[config.mk]
export PLATFORM = sky130hd
export DESIGN_NAME = pipe_stage_buf
export DESIGN_NICKNAME = d
export VERILOG_FILES = /design/src/rtl/pipe_pkg.sv /design/src/rtl/pipe_entry_reg.sv /design/src/rtl/pipe_stage_buf.sv
export SDC_FILE = /design/constraint.sdc
export NUM_CORES = 1
export LEC_CHECK = 0
export BUFFER_PORTS_ARGS = -buffer_cell sky130_fd_sc_hd__buf_2
export CAP_MARGIN = 20
export CORE_MARGIN = 2
export CORE_UTILIZATION = 50
export DETAILED_ROUTE_END_ITERATION = 8
export GPL_TIMING_DRIVEN = 0
export PLACE_DENSITY = 0.75
export SYNTH_ARGS = -nofsm -noshare
export SYNTH_HDL_FRONTEND = slang
export SYNTH_HIERARCHICAL = 1
export SYNTH_SLANG_ARGS = --single-unit
[constraint.sdc]
create_clock -name clk -period 4.75 [get_ports clk]
set_clock_uncertainty 0.1 [all_clocks]
set_input_delay 0.475 -clock clk [delete_from_list [all_inputs] [get_ports clk]]
set_output_delay 0.475 -clock clk [all_outputs]
set_load 0.1 [all_outputs]
[src/rtl/pipe_pkg.sv]
// Shared types and default widths for the elastic pipeline stage buffer (pipe_stage_buf).
package pipe_pkg;

  typedef enum logic [1:0] {
    EMPTY = 2'd0,
    ONE   = 2'd1,
    FULL  = 2'd2
  } state_t;

  localparam int DATA_W_DEF = 32;
  localparam int DST_W_DEF  = 5;
  localparam int TNEW_W_DEF = 2;

  // Number of held entries from the two valid bits.
  function automatic logic [1:0] entry_count(input logic main_valid, input logic skid_valid);
    return {main_valid & skid_valid, main_valid ^ skid_valid};
  endfunction

endpackage

[src/rtl/pipe_entry_reg.sv]
// One storage entry of the stage buffer: valid, payload, destination, regwrite and, when
// PIPE_TNEW_EN is defined, a Tnew field that counts down to 0 every cycle it is held.
module pipe_entry_reg
  import pipe_pkg::*;
#(
  parameter int DATA_W = DATA_W_DEF,
  parameter int DST_W  = DST_W_DEF,
  parameter int TNEW_W = TNEW_W_DEF
) (
  input  logic              clk,
  input  logic              reset_n,
  input  logic              i_load,
  input  logic              i_load_dec,
  input  logic              i_drop,
  input  logic [DATA_W-1:0] i_data,
  input  logic [DST_W-1:0]  i_dst,
  input  logic              i_regwrite,
  input  logic [TNEW_W-1:0] i_tnew,
  output logic              o_valid,
  output logic [DATA_W-1:0] o_data,
  output logic [DST_W-1:0]  o_dst,
  output logic              o_regwrite,
  output logic [TNEW_W-1:0] o_tnew
);

  logic              r_valid;
  logic [DATA_W-1:0] r_data;
  logic [DST_W-1:0]  r_dst;
  logic              r_regwrite;

  // NOTE: payload fields are reset along with valid so every output reads 0 out of reset;
  // state updates use <= so all entries sample the same pre-edge values.
  always_ff @(posedge clk or negedge reset_n) begin
    if (!reset_n) begin
      r_valid    <= 1'b0;
      r_data     <= '0;
      r_dst      <= '0;
      r_regwrite <= 1'b0;
    end else if (i_load) begin
      r_valid    <= 1'b1;
      r_data     <= i_data;
      r_dst      <= i_dst;
      r_regwrite <= i_regwrite;
    end else if (i_drop) begin
      r_valid    <= 1'b0;
    end
  end

  assign o_valid    = r_valid;
  assign o_data     = r_data;
  assign o_dst      = r_dst;
  assign o_regwrite = r_regwrite;

`ifdef PIPE_TNEW_EN
  function automatic logic [TNEW_W-1:0] sat_dec(input logic [TNEW_W-1:0] value);
    return (value != '0) ? value - TNEW_W'(1) : value;
  endfunction

  logic [TNEW_W-1:0] r_tnew;
  logic [TNEW_W-1:0] w_load_tnew;

  // A value moved in from the skid entry has also aged by this edge.
  assign w_load_tnew = i_load_dec ? sat_dec(i_tnew) : i_tnew;

  always_ff @(posedge clk or negedge reset_n) begin
    if (!reset_n) begin
      r_tnew <= '0;
    end else if (i_load) begin
      r_tnew <= w_load_tnew;
    end else if (r_valid) begin
      r_tnew <= sat_dec(r_tnew);
    end
  end

  assign o_tnew = r_tnew;
`else
  logic w_unused_tnew;
  assign w_unused_tnew = ^{i_tnew, i_load_dec};
  assign o_tnew        = '0;
`endif

endmodule

[src/rtl/pipe_stage_buf.sv]
// Elastic 2-entry (main + skid) pipeline stage with registered in_ready and synchronous flush.
// Optional Tnew countdown per entry is enabled with the PIPE_TNEW_EN macro.
module pipe_stage_buf
  import pipe_pkg::*;
#(
  parameter int DATA_W = DATA_W_DEF,
  parameter int DST_W  = DST_W_DEF,
  parameter int TNEW_W = TNEW_W_DEF
) (
  input  logic              clk,
  input  logic              reset_n,
  input  logic              flush,
  input  logic              in_valid,
  output logic              in_ready,
  input  logic [DATA_W-1:0] in_data,
  input  logic [DST_W-1:0]  in_dst,
  input  logic              in_regwrite,
  input  logic [TNEW_W-1:0] in_tnew,
  output logic              out_valid,
  input  logic              out_ready,
  output logic [DATA_W-1:0] out_data,
  output logic [DST_W-1:0]  out_dst,
  output logic              out_regwrite,
  output logic [TNEW_W-1:0] out_tnew,
  output logic [1:0]        occupancy
);

  state_t r_state;
  state_t w_state_next;
  logic   r_in_ready;

  logic w_accept;
  logic w_pop;
  logic w_main_load;
  logic w_main_from_skid;
  logic w_main_drop;
  logic w_skid_load;
  logic w_skid_drop;

  logic              w_main_valid;
  logic [DATA_W-1:0] w_main_data;
  logic [DST_W-1:0]  w_main_dst;
  logic              w_main_regwrite;
  logic [TNEW_W-1:0] w_main_tnew;
  logic              w_skid_valid;
  logic [DATA_W-1:0] w_skid_data;
  logic [DST_W-1:0]  w_skid_dst;
  logic              w_skid_regwrite;
  logic [TNEW_W-1:0] w_skid_tnew;

  logic [DATA_W-1:0] w_main_in_data;
  logic [DST_W-1:0]  w_main_in_dst;
  logic              w_main_in_regwrite;
  logic [TNEW_W-1:0] w_main_in_tnew;

  assign w_accept = in_valid & r_in_ready & ~flush;
  assign w_pop    = w_main_valid & out_ready;

  always_ff @(posedge clk or negedge reset_n) begin
    if (!reset_n) begin
      r_state    <= EMPTY;
      r_in_ready <= 1'b0;
    end else begin
      r_state    <= w_state_next;
      r_in_ready <= (w_state_next != FULL);
    end
  end

  // NOTE: every signal driven here gets a default first, so no path leaves one unassigned.
  always_comb begin
    w_state_next     = r_state;
    w_main_load      = 1'b0;
    w_main_from_skid = 1'b0;
    w_main_drop      = 1'b0;
    w_skid_load      = 1'b0;
    w_skid_drop      = 1'b0;
    if (flush) begin
      w_state_next = EMPTY;
      w_main_drop  = 1'b1;
      w_skid_drop  = 1'b1;
    end else begin
      case (r_state)
        EMPTY: begin
          if (w_accept) begin
            w_state_next = ONE;
            w_main_load  = 1'b1;
          end
        end
        ONE: begin
          if (w_accept && w_pop) begin
            w_main_load  = 1'b1;
          end else if (w_accept) begin
            w_state_next = FULL;
            w_skid_load  = 1'b1;
          end else if (w_pop) begin
            w_state_next = EMPTY;
            w_main_drop  = 1'b1;
          end
        end
        FULL: begin
          if (w_pop) begin
            w_state_next     = ONE;
            w_main_load      = 1'b1;
            w_main_from_skid = 1'b1;
            w_skid_drop      = 1'b1;
          end
        end
        default: begin
          w_state_next = EMPTY;
          w_main_drop  = 1'b1;
          w_skid_drop  = 1'b1;
        end
      endcase
    end
  end

  assign w_main_in_data     = w_main_from_skid ? w_skid_data     : in_data;
  assign w_main_in_dst      = w_main_from_skid ? w_skid_dst      : in_dst;
  assign w_main_in_regwrite = w_main_from_skid ? w_skid_regwrite : in_regwrite;
  assign w_main_in_tnew     = w_main_from_skid ? w_skid_tnew     : in_tnew;

  pipe_entry_reg #(
    .DATA_W (DATA_W),
    .DST_W  (DST_W),
    .TNEW_W (TNEW_W)
  ) u_main (
    .clk        (clk),
    .reset_n    (reset_n),
    .i_load     (w_main_load),
    .i_load_dec (w_main_from_skid),
    .i_drop     (w_main_drop),
    .i_data     (w_main_in_data),
    .i_dst      (w_main_in_dst),
    .i_regwrite (w_main_in_regwrite),
    .i_tnew     (w_main_in_tnew),
    .o_valid    (w_main_valid),
    .o_data     (w_main_data),
    .o_dst      (w_main_dst),
    .o_regwrite (w_main_regwrite),
    .o_tnew     (w_main_tnew)
  );

  pipe_entry_reg #(
    .DATA_W (DATA_W),
    .DST_W  (DST_W),
    .TNEW_W (TNEW_W)
  ) u_skid (
    .clk        (clk),
    .reset_n    (reset_n),
    .i_load     (w_skid_load),
    .i_load_dec (1'b0),
    .i_drop     (w_skid_drop),
    .i_data     (in_data),
    .i_dst      (in_dst),
    .i_regwrite (in_regwrite),
    .i_tnew     (in_tnew),
    .o_valid    (w_skid_valid),
    .o_data     (w_skid_data),
    .o_dst      (w_skid_dst),
    .o_regwrite (w_skid_regwrite),
    .o_tnew     (w_skid_tnew)
  );

  assign in_ready     = r_in_ready;
  assign out_valid    = w_main_valid;
  assign out_data     = w_main_data;
  assign out_dst      = w_main_dst;
  assign out_regwrite = w_main_regwrite & w_main_valid;
  assign out_tnew     = w_main_tnew;
  assign occupancy    = entry_count(w_main_valid, w_skid_valid);

  // A stalled entry must not change under the consumer (Tnew is allowed to age).
  a_hold_stable: assert property (@(posedge clk) disable iff (!reset_n)
    (out_valid && !out_ready && !flush) |=>
      ($stable(out_data) && $stable(out_dst) && $stable(out_regwrite)));

  a_state_match: assert property (@(posedge clk) disable iff (!reset_n)
    (w_main_valid == (r_state != EMPTY)) && (w_skid_valid == (r_state == FULL)));

endmodule

# --- Word level (Yosys, flattened, before mapping) ---
# Cells that the tools add are included.
word_totals:
  reg_bits: 81
  latchBits: 0
  mem_bits_rw: 0
  rom_bits: 0
  input_bits: 45
  out_inout_bits: 44
  wordCells: 56
  n_memories: 0
classes:
  n_addsub: 0
  mul: 0
  div: 0
  magnitude_cmp: 0
  eq_ne: 3
  shift: 0
  muxes: 30
  n_bitwise: 7
  n_reduce_logical: 6
op_table:
  columns: ["op", "count"]
  rows:
  - ["$mux W32", 1]
  - ["$mux W1", 18]
  - ["$mux W2", 6]
  - ["$pmux W2 S3", 1]
  - ["$and A1 B1 Y1", 5]
  - ["$mux W5", 1]
  - ["$pmux W1 S2", 2]
  - ["$reduce_bool A2 Y1", 2]
  - ["$reduce_or A2 Y1", 2]
  - ["$pmux W1 S3", 1]
  - ["$eq A2 B1 Y1 const B", 1]
  - ["$eq A2 B2 Y1 const B", 1]
  - ["$logic_not A2 Y1", 1]
  - ["$ne A2 B2 Y1 const B", 1]
  - ["$logic_and A1 B1 Y1", 1]
  - ["$not A1 Y1", 1]
  - ["$xor A1 B1 Y1", 1]

# --- Longest topological paths before layout ---
depth:
  depth_word: 8
  ltp_mapped: 6
  ltp_nobuf: 5

# --- By module ---
# The synthesis kept the hierarchy.
modules_own_cells:
  columns: ["mod", "n_inst", "cells_per_inst", "area_each_um2", "seq_area_each_um2"]
  rows:
  - ["pipe_entry_reg", 2, 86, 1505.2, 975.9]
  - ["pipe_stage_buf", 1, 72, 944.7, 75.1]

# --- Worst setup path after synthesis ---
# No wires, ideal clock.
synth_path:
  path_type: "reg2reg"
  from: "register u_main.r_valid, in the netlist u_main/o_valid"
  to: "register u_main.r_data[20], in the netlist u_main/o_data[20]"
  setup_time_ps: 126
  arrival_time_ps: 2461
  t_required_ps: 4524
  path_slack_ps: 2063
  stages_incl_launch_ff: 7
  path_buffers: 2
  synth_period_minus_slack_ps: 2687
  path_cell_list: "dfrtp_1 -> nand2_1 -> a211o_1 -> a21oi_1 -> buf_6 -> buf_6 -> mux2_4"
synth_between:
  elab_chain_len: 5
  elab_cells_between_ends: 9
  classes_between: "mux (7); bitwise (1); reduce/logical (1)"
synth_lines:
  columns: ["item", "line", "source"]
  rows:
  - ["start: declaration", "pipe_entry_reg.sv:26", "logic r_valid;"]
  - ["start signal: assignment", "pipe_entry_reg.sv:35", "r_valid <= 1'b0;"]
  - ["start signal: assignment", "pipe_entry_reg.sv:40", "r_valid <= 1'b1;"]
  - ["start signal: assignment", "pipe_entry_reg.sv:45", "r_valid <= 1'b0;"]
  - ["$and A1 B1 Y1 (*)", "pipe_stage_buf.sv:57", "assign w_pop = w_main_valid & out_ready;"]
  - ["$logic_and A1 B1 Y1", "pipe_stage_buf.sv:90", "if (w_accept && w_pop) begin"]
  - ["$mux W1", "pipe_stage_buf.sv:90", null]
  - ["$pmux W1 S3 (*)", "pipe_stage_buf.sv:82", "case (r_state)"]
  - ["$mux W1 (*)", "pipe_stage_buf.sv:77", "if (flush) begin"]
  - ["via w_main_load", "pipe_stage_buf.sv:34", "logic w_main_load;"]
  - ["end signal: assignment", "pipe_entry_reg.sv:41", "r_data <= i_data;"]
  - ["end: declaration", "pipe_entry_reg.sv:27", "logic [DATA_W-1:0] r_data;"]
# Mark *: on every way through the listed nets, which the timed path passes. The rest lies on a longest branch.
# A chain may end at the register's enable or synchronous reset.

# --- Final worst setup path ---
layout_path:
  from: "register u_main.r_valid, in the netlist u_main/o_valid"
  to: "register u_main.r_data[24], in the netlist u_main/o_data[24]"
# Same word-level chain as after synthesis.

==> impl_metrics.py <==
metrics = {
    "outcome": {
        "run_status": "finished clean",
    },
    "placed_design": {
        "portBuffers": 84,
        "dpl.hpwl_mm": 4.63,
        "gp_congestion": 0.695,
    },
    "sta": {
        "setup_viol": 0,
        "final_slew_viol_count": 0,
        "rsz0062_at_grt": "no",
        "layout_worst_path_cycle_share": 0.480,
        "setup_total_negative_slack_ns": 0,
        "final_period_minus_worst_setup_slack_ns": 2.28,
        "hold_viol": 0,
        "fmax_ghz": 0.439,
    },
    "pwr": {
        "reported_net_switching_power_mw": 1.45,
        "power.static_leakage_nw": 2.27,
        "cellPowerDensity_nw_per_um2": 663,
        "comb_power_share": 0.463,
        "power.share.sequential": 0.356,
        "peakVddDrop_mv": 0.400,
        "clkPwrFrac": 0.181,
        "pint_mw": 1.69,
        "power_switching_share": 0.462,
    },
    "synthesis": {
        "post_synth_inst_count": 238,
        "synth.cell_area_sq_um": 3910,
        "ys_warnings": 6,
        "avgSynthCellArea_sq_um": 16.4,
    },
    "clocking": {
        "cts-htree-levels": 3,
        "clock_insertion_delay_worst_skew_ns": 0.35,
        "cts.path.max_buffers": 2,
        "cts_root_buffer": "sky130_fd_sc_hd__clkbuf_8",
        "cts_tree": "yes",
        "cts_made_buffers": 9,
        "tritoncts_num_sinks": 81,
        "postCtsSetupBuffers": 0,
        "clk_transition_reported_paths_ns": 0.08,
    },
    "floorplan": {
        "std_cell_rows": 32,
        "floorplan.core_area_sq_um": 7650,
        "die_area_sq_um": 8540,
        "fp.dieH_microns": 92.4,
        "floorplan.die.width_microns": 92.4,
        "initial_utilization": 0.511,
        "ios": 89,
    },
    "global_routing": {
        "grt-ovfl-total": 0,
        "grt_usage": 0.171,
        "grt_pass1_wl_mm": 11.3,
        "grt_start_max_net_pins": 48,
        "number_of_global_route_vias_before_repair": 2371,
        "number_of_antenna_violations_at_the_first_check_in_global_routing": 0,
    },
    "critical_path": {
        "timing.reg2reg.worst_path_depth": 6,
        "crit_required_ns": 4.89,
        "critical_path.startpoint_type": "register",
        "critical_path.reg2reg.endpoint": "u_main/o_data[24]",
        "critical_path.max_fanout": 10,
        "critical_path.reg2reg.startpoint": "u_main/o_valid",
        "setup.reg_to_reg.worst_slack_ns": 2.47,
        "worstSetupEndpointType": "register",
        "path_class": "reg -> reg",
        "timing.critical_path.arrival_ns": 2.42,
    },
    "cells_and_area": {
        "layout_commonest_cell": "sky130_fd_sc_hd__buf_2",
        "layout-drive-gt1-share": 0.677,
        "leading_cell_types_in_the_layout_fill_and_taps_excluded": "sky130_fd_sc_hd__buf_2, sky130_fd_sc_hd__dfrtp_1, sky130_fd_sc_hd__mux2_2",
        "diodes": 0,
        "layout.filler_cells": 624,
        "finish.net_count": 382,
        "utilization": 0.618,
        "multi_input_area_sq_um": 1710,
        "sequential_cell_area_sq_um": 2030,
        "area_grow_syn2layout_pct": 21.0,
    },
    "drt": {
        "first_pass_iters": 4,
        "wl_per_cell_microns": 15.1,
        "detailedRoute.firstIterationViolations": 39,
        "post-route-drc-count": 0,
        "ant_nets": 0,
        "via_count": 2194,
        "finalWirelength_mm": 6.71,
        "viasPerCell": 4.95,
    },
    "min_path": {
        "timing.hold.worst.start": "in_data[21]",
        "worstHoldPathCells": 2,
        "min-delay-path-class": "in -> reg",
        "worst_hold_path.endpoint": "u_skid/o_data[21]",
    },
    "run": {
        "max-cap-violations": 0,
    },
}
-- area by class of cell --
cell class / count / area share
tap: 102 / 0.0270
sequential: 81 / 0.429
clock inverter: 5 / 0.0164
timing repair buffer: 86 / 0.0974
buffer: 14 / 0.0360
clock buffer: 11 / 0.0320
multi-input combinational: 142 / 0.361
inverter: 2 / 0.00159
-- critical path, cell delays in order (launching register included) --
cell and delay, ns:
sky130_fd_sc_hd__dfrtp_1 0.53, sky130_fd_sc_hd__nand2_1 0.17, sky130_fd_sc_hd__a211o_1 0.31, sky130_fd_sc_hd__a21oi_1 0.33, sky130_fd_sc_hd__buf_6 0.22, sky130_fd_sc_hd__buf_6 0.19, sky130_fd_sc_hd__mux2_4 0.31
-- repair_timing --
action                                 CTS  global route
resized for setup                        0             0
endpoints found under the hold margin   34             0
hold buffers                             1             0
-- worst max-delay path by stage --
stage          cells past startpoint  slack, ns      startpoint                 to
6_report                           6       2.47  u_main/o_valid  u_main/o_data[24]
5_1_grt                            6       2.31  u_main/o_valid  u_main/o_data[24]
4_1_cts                            6       2.43  u_main/o_valid  u_main/o_data[22]
3_5_place_dp                       7       2.41       out_ready  u_main/o_data[22]
3_3_place_gp                       7       2.44       out_ready  u_main/o_data[23]
2_1_floorplan                      6       2.06  u_main/o_valid  u_main/o_data[20]
-- per-stage QoR --
| stage | std cells | total power [mW] | cell area, sq um | setup slack [ns] | hold slack, ns |
|---|---|---|---|---|---|
| floorplan | 239 | 2.34 | 3910 | 2.06 | 0.0794 |
| global placement | 425 | 2.55 | 4460 | 2.44 | 0.385 |
| detailed placement | 426 | 2.59 | 4490 | 2.41 | 0.363 |
| CTS | 443 | 3.17 | 4730 | 2.43 | 0.248 |
| global route | 443 | 3.28 | 4730 | 2.31 | 0.256 |
| finish | 443 | 3.14 | 4730 | 2.47 | 0.260 |
-- sequential cells by signal (all words and copies together) (netlist names) --
name / flops
u_skid/o_valid: 1
u_skid/o_dst: 5
u_main/o_regwrite: 1
in_ready: 1
u_main/o_dst: 5
r_state: 2
u_main/o_valid: 1
u_skid/o_data: 32
u_main/o_data: 32
u_skid/o_regwrite: 1
-- power groups by stage --
stage	clock network (mW)	logic, mW	registers, mW
floorplan	0	0.420	1.92
global placement	0	1.44	1.11
detailed placement	0	1.46	1.13
CTS	0.587	1.46	1.12
global route	0.612	1.51	1.16
finish	0.566	1.45	1.12
-- layer usage --
metal / wire (microns) / vias up / track usage
li1: - / 1046 / -
met1: 3030 / 1085 / 0.222
met2: 3190 / 55 / 0.274
met3: 382 / 8 / 0.0423
met4: 101 / 0 / 0.0709
met5: 0 / - / 0
No activity file was read; power rests on OpenSTA's default activity.
